`src/rtl/muldiv_pkg.sv`:
```
// Shared types and constants for the RV32M multiply/divide unit.
// Holds the FSM state enum, the RV32M funct3 encodings and the OP/funct7 decode constants.
package muldiv_pkg;

  typedef enum logic [1:0] {
    ST_IDLE = 2'd0,
    ST_BUSY = 2'd1,
    ST_DONE = 2'd2
  } state_e;

  localparam logic [6:0] OPC_OP    = 7'b0110011;
  localparam logic [6:0] F7_MULDIV = 7'b0000001;

  localparam logic [2:0] F3_MUL    = 3'b000;
  localparam logic [2:0] F3_MULH   = 3'b001;
  localparam logic [2:0] F3_MULHSU = 3'b010;
  localparam logic [2:0] F3_MULHU  = 3'b011;
  localparam logic [2:0] F3_DIV    = 3'b100;
  localparam logic [2:0] F3_DIVU   = 3'b101;
  localparam logic [2:0] F3_REM    = 3'b110;
  localparam logic [2:0] F3_REMU   = 3'b111;

endpackage

```
`src/rtl/exe_muldiv_if.sv`:
```
// Control/data link between the muldiv FSM (master) and the iterative datapath (slave).
// load captures magnitudes and op kind; step advances one iteration; acc_nxt is the post-step value.
interface muldiv_iter_if;
  logic        load;
  logic        step;
  logic        is_div;
  logic [31:0] op_a;
  logic [31:0] op_b;
  logic [63:0] acc_nxt;

  modport master (
    output load, step, is_div, op_a, op_b,
    input  acc_nxt
  );

  modport slave (
    input  load, step, is_div, op_a, op_b,
    output acc_nxt
  );
endinterface

```
`src/rtl/muldiv_iter.sv`:
```
// Radix-2 shift-add multiplier / restoring divider on unsigned magnitudes, one step per cycle.
// acc holds {hi, lo}: product accumulator for multiply, {remainder, quotient} for divide.
module muldiv_iter
  import muldiv_pkg::*;
(
  input  logic          clk,
  input  logic          rst,
  muldiv_iter_if.slave  it
);

  logic [63:0] acc_q, acc_d;
  logic [31:0] b_q, b_d;
  logic        div_q, div_d;

  logic [32:0] mul_sum;
  logic [32:0] div_tmp;
  logic [32:0] div_diff;
  logic [63:0] step_val;

  always_comb begin
    mul_sum  = {1'b0, acc_q[63:32]} + (acc_q[0] ? {1'b0, b_q} : 33'd0);
    // Shifted partial remainder; bit 32 of the difference flags tmp < divisor.
    div_tmp  = acc_q[63:31];
    div_diff = div_tmp - {1'b0, b_q};
    if (div_q) begin
      if (div_diff[32]) begin
        step_val = {div_tmp[31:0], acc_q[30:0], 1'b0};
      end else begin
        step_val = {div_diff[31:0], acc_q[30:0], 1'b1};
      end
    end else begin
      step_val = {mul_sum, acc_q[31:1]};
    end
  end

  always_comb begin
    acc_d = acc_q;
    b_d   = b_q;
    div_d = div_q;
    if (it.load) begin
      acc_d = {32'd0, it.op_a};
      b_d   = it.op_b;
      div_d = it.is_div;
    end else if (it.step) begin
      acc_d = step_val;
    end
  end

  assign it.acc_nxt = step_val;

  always_ff @(posedge clk) begin
    if (!rst) begin
      acc_q <= 64'd0;
      b_q   <= 32'd0;
      div_q <= 1'b0;
    end else begin
      acc_q <= acc_d;
      b_q   <= b_d;
      div_q <= div_d;
    end
  end

endmodule

```
`src/rtl/exe_muldiv.sv`:
```
// RV32M execute-stage multiply/divide unit: IDLE/BUSY/DONE FSM, sign fixup and special cases.
// Define MULDIV_FAST_MUL_EN for a single-cycle registered 33x33 multiply; divides stay iterative.
module exe_muldiv
  import muldiv_pkg::*;
(
  input  logic        clk,
  input  logic        rst,
  input  logic [6:0]  opcode_ID_EXE,
  input  logic [2:0]  funct3_ID_EXE,
  input  logic [6:0]  funct7,
  input  logic [4:0]  write_addr_ID_EXE,
  input  logic [31:0] rs1_data,
  input  logic [31:0] rs2_data,
  input  logic        Istall,
  input  logic        flush,
  output logic        muldiv_stall,
  output logic        muldiv_valid,
  output logic [31:0] muldiv_result,
  output logic [4:0]  muldiv_wr_addr,
  output state_e      state_dbg_o
);

  state_e      state_q;
  logic [4:0]  cnt_q;
  logic [2:0]  f3_q;
  logic [4:0]  waddr_q;
  logic        neg_q;
  logic        rneg_q;
  logic        valid_q;
  logic [31:0] result_q;
  logic [4:0]  wr_addr_q;

  logic        start;
  logic        op_is_div;
  logic        a_sgn, b_sgn;
  logic        a_neg, b_neg;
  logic [31:0] mag_a, mag_b;
  logic        div_zero, div_ovf;
  logic [31:0] special_res;
  logic [63:0] prod_fix;
  logic [31:0] quot_fix, rem_fix;
  logic [31:0] iter_res;

  muldiv_iter_if iter_bus ();

  assign start = (state_q == ST_IDLE) && (opcode_ID_EXE == OPC_OP) &&
                 (funct7 == F7_MULDIV) && !flush;

  assign op_is_div = funct3_ID_EXE[2];
  assign a_sgn = op_is_div ? ~funct3_ID_EXE[0]
                           : ((funct3_ID_EXE == F3_MULH) || (funct3_ID_EXE == F3_MULHSU));
  assign b_sgn = op_is_div ? ~funct3_ID_EXE[0] : (funct3_ID_EXE == F3_MULH);
  assign a_neg = a_sgn & rs1_data[31];
  assign b_neg = b_sgn & rs2_data[31];
  assign mag_a = a_neg ? (32'd0 - rs1_data) : rs1_data;
  assign mag_b = b_neg ? (32'd0 - rs2_data) : rs2_data;

  // Cases the iterative divider would get wrong are resolved directly at start.
  assign div_zero = op_is_div && (rs2_data == 32'd0);
  assign div_ovf  = op_is_div && !funct3_ID_EXE[0] &&
                    (rs1_data == 32'h8000_0000) && (rs2_data == 32'hFFFF_FFFF);
  always_comb begin
    special_res = 32'd0;
    if (div_zero) begin
      special_res = funct3_ID_EXE[1] ? rs1_data : 32'hFFFF_FFFF;
    end else begin
      special_res = funct3_ID_EXE[1] ? 32'd0 : 32'h8000_0000;
    end
  end

`ifdef MULDIV_FAST_MUL_EN
  logic signed [32:0] fast_a, fast_b;
  logic signed [65:0] fast_prod;
  logic [31:0]        fast_res;
  assign fast_a    = {a_sgn & rs1_data[31], rs1_data};
  assign fast_b    = {b_sgn & rs2_data[31], rs2_data};
  assign fast_prod = fast_a * fast_b;
  assign fast_res  = (funct3_ID_EXE == F3_MUL) ? fast_prod[31:0] : fast_prod[63:32];
`endif

  assign iter_bus.load   = start;
  assign iter_bus.step   = (state_q == ST_BUSY);
  assign iter_bus.is_div = op_is_div;
  assign iter_bus.op_a   = mag_a;
  assign iter_bus.op_b   = mag_b;

  muldiv_iter u_iter (
    .clk (clk),
    .rst (rst),
    .it  (iter_bus)
  );

  // Result fixup works on the value the final iteration is about to store.
  assign prod_fix = neg_q ? (64'd0 - iter_bus.acc_nxt) : iter_bus.acc_nxt;
  assign quot_fix = neg_q ? (32'd0 - iter_bus.acc_nxt[31:0]) : iter_bus.acc_nxt[31:0];
  assign rem_fix  = rneg_q ? (32'd0 - iter_bus.acc_nxt[63:32]) : iter_bus.acc_nxt[63:32];

  always_comb begin
    iter_res = prod_fix[63:32];
    case (f3_q)
      F3_MUL:                  iter_res = prod_fix[31:0];
      F3_DIV, F3_DIVU:         iter_res = quot_fix;
      F3_REM, F3_REMU:         iter_res = rem_fix;
      default:                 iter_res = prod_fix[63:32];
    endcase
  end

  always_ff @(posedge clk) begin
    if (!rst) begin
      state_q   <= ST_IDLE;
      cnt_q     <= 5'd0;
      f3_q      <= 3'd0;
      waddr_q   <= 5'd0;
      neg_q     <= 1'b0;
      rneg_q    <= 1'b0;
      valid_q   <= 1'b0;
      result_q  <= 32'd0;
      wr_addr_q <= 5'd0;
    end else begin
      case (state_q)
        ST_IDLE: begin
          if (start) begin
            f3_q    <= funct3_ID_EXE;
            waddr_q <= write_addr_ID_EXE;
            cnt_q   <= 5'd0;
            neg_q   <= a_neg ^ b_neg;
            rneg_q  <= a_neg;
            if (div_zero || div_ovf) begin
              state_q   <= ST_DONE;
              valid_q   <= 1'b1;
              result_q  <= special_res;
              wr_addr_q <= write_addr_ID_EXE;
`ifdef MULDIV_FAST_MUL_EN
            end else if (!op_is_div) begin
              state_q   <= ST_DONE;
              valid_q   <= 1'b1;
              result_q  <= fast_res;
              wr_addr_q <= write_addr_ID_EXE;
`endif
            end else begin
              state_q <= ST_BUSY;
            end
          end
        end
        ST_BUSY: begin
          if (flush) begin
            state_q <= ST_IDLE;
          end else begin
            cnt_q <= cnt_q + 5'd1;
            if (cnt_q == 5'd31) begin
              state_q   <= ST_DONE;
              valid_q   <= 1'b1;
              result_q  <= iter_res;
              wr_addr_q <= waddr_q;
            end
          end
        end
        ST_DONE: begin
          // Istall freezes ID/EXE, so the result must stay presented until it can be captured.
          if (flush || !Istall) begin
            state_q <= ST_IDLE;
            valid_q <= 1'b0;
          end
        end
        default: begin
          state_q <= ST_IDLE;
          valid_q <= 1'b0;
        end
      endcase
    end
  end

  assign muldiv_stall   = rst & (start | (state_q == ST_BUSY));
  assign muldiv_valid   = valid_q;
  assign muldiv_result  = result_q;
  assign muldiv_wr_addr = wr_addr_q;
  assign state_dbg_o    = state_q;

endmodule

```
`config.mk`:
```
export PLATFORM = sky130hd
export DESIGN_NAME = exe_muldiv
export DESIGN_NICKNAME = d
export VERILOG_FILES = /design/src/rtl/muldiv_pkg.sv /design/src/rtl/exe_muldiv_if.sv /design/src/rtl/muldiv_iter.sv /design/src/rtl/exe_muldiv.sv
export SDC_FILE = /design/constraint.sdc
export NUM_CORES = 1
export LEC_CHECK = 0
export BUFFER_PORTS_ARGS = -buffer_cell sky130_fd_sc_hd__buf_4
export CAP_MARGIN = 20
export CORE_MARGIN = 5
export CORE_UTILIZATION = 37
export CTS_BUF_LIST = sky130_fd_sc_hd__clkbuf_4 sky130_fd_sc_hd__clkbuf_8 sky130_fd_sc_hd__clkbuf_16
export DETAILED_ROUTE_END_ITERATION = 16
export PLACE_DENSITY = 0.56
export SETUP_SLACK_MARGIN = 0.5
export SLEW_MARGIN = 10
export SYNTH_ARGS = -nofsm -noshare
export SYNTH_HDL_FRONTEND = slang
export SYNTH_SLANG_ARGS = --single-unit
export TNS_END_PERCENT = 1
```
`constraint.sdc`:
```
create_clock -name clk -period 5.7 [get_ports clk]
set_input_delay 0.285 -clock clk [delete_from_list [all_inputs] [get_ports clk]]
set_output_delay 0.285 -clock clk [all_outputs]
set_load 0.02 [all_outputs]
```
==> results of run 1 <==
## sequential cells by signal (all words and copies together) (netlist names), 2 cells and up
| signal | flops |
|---|---|
| u_iter.b_q | 32 |
| muldiv_wr_addr | 5 |
| state_dbg_o | 2 |
| muldiv_result | 32 |
| waddr_q | 5 |
| f3_q | 3 |
| u_iter.acc_q | 64 |
| cnt_q | 5 |
## through the flow
stage	hold WS, ns	util, %	area [um2]
after detailed placement	0.449	43.5	18300
after floorplan	0.418	-	15800
after global placement	0.438	43.5	18300
final	0.0757	45.1	18900
after global routing	0.0800	45.1	18900
after CTS	0.0601	45.0	18900
## worst max-delay path by stage
stage	endpoint	slack, ns	cells after the start
after floorplan	muldiv_result[22]	0.20	26
after global placement	muldiv_result[18]	0.22	23
after detailed placement	muldiv_result[18]	0.16	23
after CTS	muldiv_result[18]	0.39	23
after global routing	muldiv_result[18]	0.17	23
final	muldiv_result[18]	0.36	23
## cell type report
class	instances	share of cell area (%)
clock buffer	18	2.38
clock inverter	14	0.662
inverter	67	1.33
multi-input combinational	1861	63.5
sequential	152	16.2
tap	539	3.57
timing repair buffer	310	12.4
## kinds of logic (layout without fill, tap and decap cells)
logic type | count (synthesis) | in the layout | synth area share [%]
flip-flops | 152 | 152 | 19.4
adder cells (fa/ha/maj) | 73 | 73 | 5.91
buffers and inverters | 204 | 409 | 5.13
AND/OR/NAND/NOR | 823 | 823 | 25.2
AO/OA/AOI/OAI | 740 | 740 | 31.2
multiplexers | 67 | 67 | 4.34
XOR/XNOR | 158 | 158 | 8.90
## power groups by stage
stage | clock, W | sequential (W) | combinational (W)
detailed placement | 0 | 0.00113 | 0.00171
global placement | 0 | 0.00113 | 0.00171
global route | 0.00122 | 0.00111 | 0.00188
floorplan | 0 | 0.00112 | 0.00106
finish | 0.00117 | 0.00111 | 0.00178
CTS | 0.00119 | 0.00111 | 0.00173
## Yosys cell counts (13+ instances only)
| library cell | count | area (um2) |
|---|---|---|
| nor3_1 | 53 | 265 |
| nor2_1 | 253 | 950 |
| o21ai_0 | 159 | 796 |
| nor2b_1 | 18 | 113 |
| ha_1 | 71 | 888 |
| o31ai_1 | 21 | 158 |
| a31oi_1 | 23 | 144 |
| clkbuf_1 | 105 | 394 |
| and3_1 | 13 | 81.3 |
| nand2_1 | 228 | 856 |
| or3_1 | 32 | 200 |
| xor2_1 | 71 | 622 |
| nand4_1 | 35 | 219 |
| xnor2_1 | 85 | 744 |
| a311oi_1 | 24 | 210 |
| mux2i_1 | 58 | 581 |
| inv_1 | 65 | 244 |
| buf_1 | 15 | 56.3 |
| dfxtp_1 | 152 | 3040 |
| nand2b_1 | 18 | 113 |
| o211ai_1 | 23 | 173 |
| a21oi_1 | 200 | 1000 |
| buf_2 | 14 | 70.1 |
| nor4_1 | 22 | 138 |
| a211oi_1 | 89 | 668 |
| a21o_1 | 24 | 180 |
| and2_1 | 41 | 257 |
| nand3_1 | 47 | 235 |
## metal layers
layer	GRT usage (%)	share of wire, %	vias up
met5	0	0	-
met2	46.4	44	913
li1	-	-	8564
met4	10.4	3.3	0
met3	4.98	8.4	123
met1	42.3	45	8779
## worst max-delay path, delay by kind of cell (launching register included)
kind,cells,cell delay [ns]
buffers and inverters,2,0.13
DFF,1,0.34
xor gates and xnor gates,1,0.17
AOI/OAI and AO/OA,9,1.91
and+or+nand+nor,8,1.92
adders and majority gates,3,0.73
## timing repair
item,CTS,global route
pin swaps,6,0
setup buffers,3,0
setup endpoints to repair,15,23
cloned,0,0
gates resized for setup,4,11
==> impl_metrics.csv, run 1 <==
group,metric,value,unit
synth,yosysSeqAreaShare,19.4,%
die,io_pins,131,
power,ir_worst_vdd,0.000230,V
sta,clock.fmax,187,MHz
power,combPwrFrac,43.8,%
sta,min_period,5.34,ns
final_layout,final_cell_mix,"buf_4, nor2_1, nand2_1, a21oi_1, o21ai_0",
sta,tns,0,ns
setup_path,crit_type,"reg -> reg",
die,die_x,216,um
sta,worst_pin_slew,1.00,ns
clock_tree,cts_tree,"done",
setup_path,critical_path.max_stage_delay,0.47,ns
route,vias,18400,
power,power.density,215,mW/mm2
power,p_leak,7.34,nW
final_layout,num_antenna_cells,0,
synth,ys_async_sr_fraction,0,%
power,power.share.switching,41.9,%
sta,finalHoldViolations,0,
clock_tree,cts.sink_count,152,
clock_tree,cts_hold_buffers,0,
power,p_int,0.00236,W
synth,yosys_most_used_dff,"dfxtp_1",
sta,max-slew-margin-rel,32.4,%
setup_path,rr_endpoint,"muldiv_result[18]",
die,coreArea,0.0419,mm2
route,wirelength,73200,um
synth,syn_area,0.0157,mm2
synth,synth_edf_count,0,
die,start_util,37.5,%
setup_path,crit_path_end_kind,"register",
clock_tree,h-tree-depth,4,
placement,dp.cells,2926,
clock_tree,clk_pin_slew_worst_paths,0.07,ns
route,drt_iter0_markers,2278,
route,drc_errors,0,
worst_hold_path,worstHoldPathCells,3,
worst_hold_path,min-delay-start,"write_addr_ID_EXE[4]",
setup_path,r2r_slack,0.36,ns
worst_hold_path,hp-class,"in -> reg",
die,rows,75,
global_route,antenna_found_initial,2,
setup_path,cp_slowest_cell,"or4_1",
outcome,status,"finished clean",
global_route,grtUsageTotal,30.0,%
setup_path,cp.required,6.05,ns
placement,dp_hpwl,58200,um
global_route,grt_pass1_wl,108000,um
worst_hold_path,hold_end,"waddr_q[4]",
final_layout,mostFrequentLayoutCell,"buf_4",
sta,fin_skew,0.0203,ns
sta,setup_viol,0,
clock_tree,cts_buffer_depth,2,
synth,avgSynthCellArea,7.09,um2
route,via_per_inst,6.21,
synth,ys_types,93,
synth,yosysWarningCount,0,
sta,report.final.slew_viol_count,0,
setup_path,crit_start,"u_iter.acc_q[31]",
global_route,grt_pass1_vias,17100,
setup_path,path_max_fanout,6,
placement,port_buffers,130,
clock_tree,ctsRootBufferMaster,"clkbuf_16",
synth,synth_fp_nets,2380,
run,maxCapViolations,0,
setup_path,reg2reg_from,"u_iter.acc_q[31]",
final_layout,syn_to_final_growth,20.2,%
final_layout,fin_nets,2572,
sta,rsz0062_at_grt,"true",
final_layout,layout-drive-gt1-share,17.7,%
synth,synth_cells,2217,
power,p_total,0.00406,W
placement,place.gp.congestion,0.991,
final_layout,fill_cells,4317,
placement,pre_cts_ws,0.160,ns
setup_path,startpoint_type,"register",
setup_path,worstPathCellList,"inv_2 -> ha_4 -> inv_2 -> fa_2 -> a211oi_4 -> nor3_2 -> o21a_4 -> a211o_4 -> a21o_4 -> xnor2_4 -> nor2_4 -> a21oi_2 -> ha_2 -> o21ai_1 -> or3_4 -> nand4b_1 -> or3b_4 -> nor2_4 -> nand2_2 -> or4_1 -> a211o_1 -> a32oi_1 -> o21ai_1",
setup_path,rr_worst_depth,23,
final_layout,multi_input_area,0.0120,mm2
power,pwr-share-seq,27.3,%
global_route,grt_overflow,0,
global_route,grt_max_degree,58,
power,clockPowerShare,28.9,%
route,first_pass_iters,6,
die,dieArea,0.0467,mm2
power,p_sw,0.00170,W
setup_path,worstPathArrival,5.69,ns
clock_tree,cts_buffers,17,
clock_tree,clkLatencyLatePin,0.48,ns
route,ant_nets,0,
die,die_y,216,um
final_layout,final_cell_count_no_fill,2961,
route,wl_per_cell,24.7,um
final_layout,final-seq-area,0.00305,mm2
sta,period_share,93.7,%
sta,fin_ws,0.360,ns
synth,synth_seq_cells,152,
(Power assumes the default switching activity.)
==> inputs of run 2 (changes only) <==
CORE_ASPECT_RATIO = 0.9   (was default)
==> impl_metrics.csv, run 2 (synthesis gave the netlist of run 1 again) <==
group,metric,value,unit
die,rows,71,
worst_hold_path,hp-class,"in -> reg",
placement,place.gp.congestion,1.02,
die,start_util,37.5,%
setup_path,cp.required,6.01,ns
clock_tree,ctsRootBufferMaster,"clkbuf_16",
route,wirelength,71400,um
global_route,antenna_found_initial,0,
setup_path,path_delay_family,"compound AO/OA/AOI/OAI gates",
power,ir_worst_vdd,0.000230,V
final_layout,final_cell_count_no_fill,2948,
setup_path,rr_worst_depth,21,
final_layout,final_cell_mix,"buf_4, nor2_1, nand2_1, a21oi_1, o21ai_0",
final_layout,mostFrequentLayoutCell,"buf_4",
route,dr.max_layer_used,"met4",
route,vias,18100,
sta,finalHoldViolations,0,
global_route,grt_max_degree,69,
clock_tree,clkLatencyLatePin,0.46,ns
clock_tree,cts_buffers,17,
run,maxCapViolations,0,
route,drt_iter0_markers,2134,
sta,setup_viol,0,
sta,min_period,5.34,ns
power,p_leak,7.25,nW
placement,dp_hpwl,55900,um
sta,rsz0062_at_grt,"true",
sta,fin_skew,0.0162,ns
clock_tree,cts_buffer_depth,2,
clock_tree,h-tree-depth,4,
placement,port_buffers,130,
final_layout,largest_reg_flops,64,
setup_path,crit_cells,21,
setup_path,r2r_slack,0.36,ns
worst_hold_path,min-delay-start,"write_addr_ID_EXE[0]",
sta,clock.fmax,187,MHz
die,io_pins,131,
route,via_per_inst,6.14,
sta,max-slew-margin-rel,34.2,%
route,route.met3.wl,7460,um
setup_path,path_max_fanout,7,
global_route,grtUsageTotal,29.7,%
setup_path,rr_endpoint,"muldiv_result[6]",
setup_path,cp_slowest_cell,"or3b_4",
setup_path,crit_type,"reg -> reg",
route,ant_nets,0,
sta,report.final.slew_viol_count,0,
final_layout,fin_nets,2550,
sta,worst_pin_slew,0.978,ns
final_layout,layout-drive-gt1-share,16.6,%
route,met2_length,29400,um
route,wl_met1,32000,um
clock_tree,clk_pin_slew_worst_paths,0.08,ns
setup_path,critical_path.max_stage_delay,0.45,ns
route,wl_per_cell,24.2,um
clock_tree,cts.sink_count,152,
sta,hold_ws,0.0908,ns
global_route,grt_overflow,0,
setup_path,reg2reg_from,"u_iter.acc_q[48]",
sta,tns,0,ns
final_layout,fin_area,0.0188,mm2
clock_tree,cts_tree,"done",
setup_path,worstPathArrival,5.65,ns
global_route,grt_pass1_vias,17100,
global_route,grt_pass1_wl,107000,um
placement,dp.cells,2911,
die,die_y,206,um
outcome,status,"finished clean",
route,drc_errors,0,
setup_path,startpoint_type,"register",
setup_path,path_buf_inv,1,
power,power.density,220,mW/mm2
setup_path,cp-endpoint,"muldiv_result[6]",
setup_path,crit_start,"u_iter.acc_q[48]",
die,dieArea,0.0467,mm2
die,die_x,227,um
placement,place_area,0.0181,mm2
die,coreArea,0.0419,mm2
route,first_pass_iters,7,
final_layout,regMostFlops,"u_iter.acc_q",
final_layout,syn_to_final_growth,19.5,%
setup_path,crit_path_end_kind,"register",
setup_path,worstPathCellList,"ha_1 -> a21oi_2 -> o21ai_1 -> a211o_1 -> a221o_1 -> a21o_4 -> xnor2_4 -> nor2_4 -> a21oi_2 -> ha_2 -> o21ai_1 -> or3_4 -> nand4b_1 -> or3b_4 -> nor2_4 -> buf_4 -> a31oi_1 -> xnor2_1 -> nor2_1 -> o21ai_0 -> a31oi_1",
sta,period_share,93.7,%
==> run 2: final cells by class <==
cell class	count	area [um2]
diodes	2	5.00
clock buffers	21	462
clock inverters	10	169
fillers	4377	23100
inverters	67	251
multi-input cells	1861	12000
flip-flops and latches	152	3050
well taps	547	684
repair buffers	288	2160
==> run 2: where the power goes <==
group          total [W]  internal (W)  switching (W)
Clock            0.00129      0.000761       0.000532
Sequential       0.00111       0.00108      0.0000273
Combinational    0.00174      0.000666        0.00107
==> run 2: per-layer routing <==
metal,track usage [%],vias to the layer above
met2,42.5,840
met1,42.2,8627
met3,9.14,118
li1,-,8529
met5,0,-
met4,10.1,0
==> run 2: what timing repair did <==
item,4_1_cts,5_1_grt
hold buffers,0,0
pin swaps,5,0
setup endpoints to repair,17,20
gates resized for setup,4,5
buffers inserted,4,0
==> run 2: how the worst min path moves through the flow <==
stage / endpoint / slack [ns] / cells after the start
global placement: waddr_q[3] / 0.44 / 2
finish: waddr_q[0] / 0.09 / 3
CTS: waddr_q[2] / 0.08 / 3
floorplan: u_iter.b_q[0] / 0.42 / 2
detailed placement: muldiv_result[24] / 0.45 / 2
global route: waddr_q[0] / 0.09 / 3
==> run 2: tightest hold or removal path, delay by kind of cell <==
kind	cells	cell delay, ns
buffers and inverters	1	0.11
AND/OR/NAND/NOR	1	0.05
AO/OA/AOI/OAI	1	0.05
==> run 2: through the flow <==
stage	util (%)	setup slack, ns	power [W]
floorplan	-	0.203	0.00218
global placement	43.1	0.185	0.00277
detailed placement	43.1	0.156	0.00278
CTS	44.7	0.460	0.00409
global route	44.8	0.223	0.00430
finish	44.8	0.359	0.00414
